File: config.mk
export PLATFORM = sky130hd
export DESIGN_NAME = bitty_fetch_unit
export DESIGN_NICKNAME = d
export VERILOG_FILES = /design/src/rtl/bitty_fetch_unit.sv
export SDC_FILE = /design/constraint.sdc
export NUM_CORES = 1
export LEC_CHECK = 0
export ABC_AREA = 1
export BUFFER_PORTS_ARGS = -buffer_cell sky130_fd_sc_hd__buf_4
export CAP_MARGIN = 40
export CORE_MARGIN = 2
export CORE_UTILIZATION = 25
export CTS_CLUSTER_DIAMETER = 200
export CTS_CLUSTER_SIZE = 10
export DETAILED_ROUTE_END_ITERATION = 8
export PLACE_DENSITY_LB_ADDON = 0.08
export SKIP_CTS_REPAIR_TIMING = 1
export SLEW_MARGIN = 20
export SYNTH_ARGS = -nofsm -noshare
export SYNTH_HDL_FRONTEND = slang
export SYNTH_SLANG_ARGS = --single-unit
export TNS_END_PERCENT = 20
File: constraint.sdc
create_clock -name clk -period 1.59 [get_ports clk]
set_input_delay 0.318 -clock clk [delete_from_list [all_inputs] [get_ports clk]]
set_output_delay 0.318 -clock clk [all_outputs]
set_load 0.05 [all_outputs]
File: src/rtl/bitty_fetch_unit.sv
// Instruction fetch/issue sequencer for the bitty core: fetch, load, issue, await done.
// Optional EXEC watchdog enabled by defining FETCH_TIMEOUT_EN.
module bitty_fetch_unit #(
   parameter int unsigned ADDR_W      = 8,
   parameter logic [15:0] HALT_WORD   = 16'hFFFF,
   parameter int unsigned TIMEOUT_CYC = 32
) (
   input  logic              clk,
   input  logic              reset,
   input  logic              start,
   output logic              mem_rd_en,
   output logic [ADDR_W-1:0] mem_addr,
   input  logic [15:0]       mem_data,
   output logic              run,
   output logic [15:0]       instruction,
   input  logic              done,
   output logic              busy,
   output logic              halted,
   output logic [ADDR_W-1:0] pc,
   output logic [15:0]       instr_count,
   output logic              timeout_err
);

   typedef enum logic [2:0] {
      IDLE,
      FETCH,
      LOAD,
      ISSUE,
      EXEC,
      HALTED
   } state_t;

   localparam logic [ADDR_W-1:0] PC_LAST = '1;

   state_t state, state_nxt;
   logic   prog_clr;
   logic   pc_inc;
   logic   cnt_inc;
   logic   instr_ld;

`ifdef FETCH_TIMEOUT_EN
   localparam int unsigned TW = $clog2(TIMEOUT_CYC + 1);

   logic [TW-1:0] timer;
   logic          timer_exp;
   logic          to_set;

   assign timer_exp = (timer == TW'(TIMEOUT_CYC - 1));
`endif

   always_comb begin
      state_nxt = state;
      prog_clr  = 1'b0;
      pc_inc    = 1'b0;
      cnt_inc   = 1'b0;
      instr_ld  = 1'b0;
`ifdef FETCH_TIMEOUT_EN
      to_set    = 1'b0;
`endif
      case (state)
         IDLE, HALTED: begin
            if (start) begin
               prog_clr  = 1'b1;
               state_nxt = FETCH;
            end
         end
         FETCH: state_nxt = LOAD;
         LOAD: begin
            // a halt word is never latched, so the core keeps seeing the last issued word
            if (mem_data == HALT_WORD) begin
               state_nxt = HALTED;
            end else begin
               instr_ld  = 1'b1;
               state_nxt = ISSUE;
            end
         end
         ISSUE: state_nxt = EXEC;
         EXEC: begin
            if (done) begin
               cnt_inc = 1'b1;
               if (pc == PC_LAST) begin
                  state_nxt = HALTED;
               end else begin
                  pc_inc    = 1'b1;
                  state_nxt = FETCH;
               end
            end
`ifdef FETCH_TIMEOUT_EN
            else if (timer_exp) begin
               to_set    = 1'b1;
               state_nxt = HALTED;
            end
`endif
         end
         default: state_nxt = IDLE;
      endcase
   end

   always_ff @(posedge clk or negedge reset) begin
      if (!reset) begin
         state       <= IDLE;
         pc          <= '0;
         instr_count <= '0;
         instruction <= '0;
      end else begin
         state <= state_nxt;
         if (prog_clr) begin
            pc          <= '0;
            instr_count <= '0;
         end else begin
            if (pc_inc) begin
               pc <= pc + 1'b1;
            end
            if (cnt_inc && (instr_count != '1)) begin
               instr_count <= instr_count + 16'd1;
            end
         end
         if (instr_ld) begin
            instruction <= mem_data;
         end
      end
   end

`ifdef FETCH_TIMEOUT_EN
   // timer is zero whenever EXEC is entered because it is held clear outside EXEC
   always_ff @(posedge clk or negedge reset) begin
      if (!reset) begin
         timer       <= '0;
         timeout_err <= 1'b0;
      end else begin
         if (state == EXEC) begin
            timer <= timer + TW'(1);
         end else begin
            timer <= '0;
         end
         if (prog_clr) begin
            timeout_err <= 1'b0;
         end else if (to_set) begin
            timeout_err <= 1'b1;
         end
      end
   end
`else
   assign timeout_err = 1'b0;
`endif

   assign mem_rd_en = (state == FETCH);
   assign mem_addr  = pc;
   assign run       = (state == ISSUE);
   assign busy      = (state != IDLE) && (state != HALTED);
   assign halted    = (state == HALTED);

endmodule

==> impl_metrics.csv <==
group,metric,value,unit
finish,final_area,3530,um2
drt,first_pass_iters,6,
critical_path,reg2regPathDepth,9,
critical_path,cp.arrival,1220,ps
critical_path,crit_family,"flip-flops",
finish,syn_to_final_growth,44.8,%
yosys,synth_enable_flop_cells,0,
yosys,synthMostInstantiatedCell,"nand2_1",
critical_path,crit_path_start,"state[2]",
die,die-area,10600,um2
power,power.density,1510,nW/um2
critical_path,crit_type,"reg -> out",
finish,antenna-diode-count,0,
critical_path,cp_max_fo,6,
die,start_util,0.253,
timing,slew_viol_final,0,
yosys,synthDistinctLibCells,25,
critical_path,cp.required,1270,ps
yosys,yosys-top-cells-count,"nand2_1 (106), dfrtp_1 (43), inv_1 (40)",
drt,ant_nets,0,
run_status,outcome,"complete, no violations",
critical_path,r2r-end,"instr_count[13]",
placement,placed_area,3290,um2
finish,final_util,0.367,
critical_path,r2r_start,"state[1]",
power,ir_drop,775,uV
timing,fmax,648,MHz
die,die_h,103,um
critical_path,crit_cells,3,
job,cap_violations,0,
critical_path,crit_chain,"buf_4 -> nor2_2 -> buf_6",
finish,fin_nets,454,
die,rows,36,
critical_path,end_kind,"primary output",
critical_path,crit_buf_inv,2,
placement,gp_congestion,0.810,
global_route,grt_usage,0.127,
drt,route.vias.total,2374,
critical_path,rrSetupSlack,60,ps
clock_network,clock_path_buffers,2,
yosys,synth_seq_area_share,0.441,
placement,dp_hpwl,4860,um
yosys,yosysTopAreaCellShare,0.441,
drt,drtIter0Drc,51,
timing,min_period,1540,ps
power,p_leak,1.78,nW
drt,drc,0,
drt,drt_wl_total,6520,um
die,die_x,103,um
critical_path,slowest_delay,470,ps
global_route,grt_pass1_vias,2221,
yosys,synth_area,2440,um2
yosys,avgSynthCellArea,7.20,um2
clock_network,cts_sinks,43,
global_route,antenna_found_initial,0,
timing,final_hold_viol_count,0,
yosys,synthesis.instances,339,
critical_path,startpoint_type,"flop",
clock_network,cts_tree,"built",
clock_network,insertion_delay,290,ps
timing,clock_skew,2.88,ps
die,io_pins,73,
placement,place_inst,551,
timing,period_share,0.970,
die,core_area,9640,um2
placement,port-buffer-count,71,
yosys,syn_nets,361,
global_route,gr-total-overflow,0,
finish,fin_cells,566,
critical_path,crit_path_end,"mem_rd_en",
drt,via_per_inst,4.19,
clock_network,clk_root_buffer_cell,"clkbuf_8",
timing,rsz0062_at_grt,"yes",
drt,wl_per_cell,11.5,um
yosys,ys_seq_elements,43,
yosys,async_reset_ff_frac,1.00,
timing,setup_viol,0,
yosys,synth_top_area_cell,"dfrtp_1",
yosys,ys_warn_count,0,
critical_path,crit_path_top_delay_cell,"dfrtp_2",
hold_path,hold_path_class,"in -> reg",
global_route,grt_pass1_wl,10700,um
clock_network,cts.htree.levels,2,
finish,drive_gt1_frac,0.351,
global_route,grt_max_degree,33,
yosys,ys_top_cells_by_area,"dfrtp_1 (44%), nand2_1 (16%), nand3_1 (6.4%)",
clock_network,cts_buffers,5,
clock_network,cts.clk_slew.worst_paths,80,ps
yosys,synthFlopType,"dfrtp_1",
## worst register-to-register path, cell delays in order, from the launching register on
cell	delay (ps)
dfrtp_1	380
inv_2	80
buf_4	130
nand3_1	130
nor2_4	170
buf_4	140
o21ai_4	70
buf_4	150
a21oi_1	120
nor2_1	50
## cells by family (layout without fill, tap and decap cells)
family / Yosys count / count (layout) / synth area share
AOI/OAI and AO/OA: 36 / 36 / 0.0800
DFF: 43 / 43 / 0.441
other: 1 / 1 / 0.00154
and+or+nand+nor: 191 / 191 / 0.327
buffers and inverters: 57 / 151 / 0.108
adders and majority gates: 2 / 2 / 0.0102
xor gates and xnor gates: 9 / 9 / 0.0323
## power breakdown
part           switching [mW]  total [mW]  internal [mW]
logic                    1.91        2.86          0.946
clock network           0.392       0.901          0.509
registers               0.211        1.59           1.38
## stage by stage
step	hold slack (ps)	setup WS (ps)	setup TNS [ps]	power, mW
detailed placement	215	45.4	0	4.27
global placement	216	63.5	0	4.25
floorplan	22.4	0.656	0	3.38
CTS	-113	-136	-336	5.21
finish	232	47.5	0	5.35
global route	235	-64.4	-292	5.72
## worst min path at each step
stage / cells after the start / slack (ps) / endpoint / from
6_report: 2 / 230 / state[0] / start
5_1_grt: 2 / 230 / state[0] / start
4_1_cts: 1 / -110 / instruction[11] / reset
3_5_place_dp: 1 / 210 / mem_addr[6] / reset
3_3_place_gp: 1 / 220 / mem_addr[6] / reset
2_1_floorplan: 0 / 20 / instr_count[0] / reset
## layout make-up
cell class,count,area (um2)
fillers,1032,6100
multi-input cells,239,1180
flip-flops and latches,43,1100
repair buffers,103,823
well taps,133,166
inverters,40,150
clock buffers,6,82.6
clock inverters,2,35.0
## routing by layer
layer,track usage,up-vias,share of wire
li1,-,1241,-
met1,0.178,1070,0.49
met2,0.199,59,0.44
met3,0.0339,4,0.058
met4,0.0273,0,0.0078
met5,0,-,0
## cells in the final DEF, fill, tap and decap left out, types with 2 or more instances in the layout
| master | n |
|---|---|
| nand2_1 | 102 |
| buf_4 | 94 |
| nor2_1 | 36 |
| inv_1 | 34 |
| nand3_1 | 31 |
| dfrtp_1 | 26 |
| o21ai_0 | 24 |
| dfrtp_2 | 17 |
| inv_2 | 6 |
| xor2_1 | 6 |
| clkbuf_8 | 6 |
| buf_6 | 6 |
| nand2_2 | 5 |
| nand4_1 | 5 |
| nor2_2 | 4 |
| a21oi_1 | 4 |
| o21ai_1 | 4 |
| xnor2_1 | 3 |
| nand3b_1 | 2 |
| ha_4 | 2 |
| buf_12 | 2 |
## registers in the layout (all words and copies together) (netlist names)
signal       cells
instruction     16
instr_count     16
mem_addr         8
state            3
No activity file was read; power rests on OpenSTA's default activity.
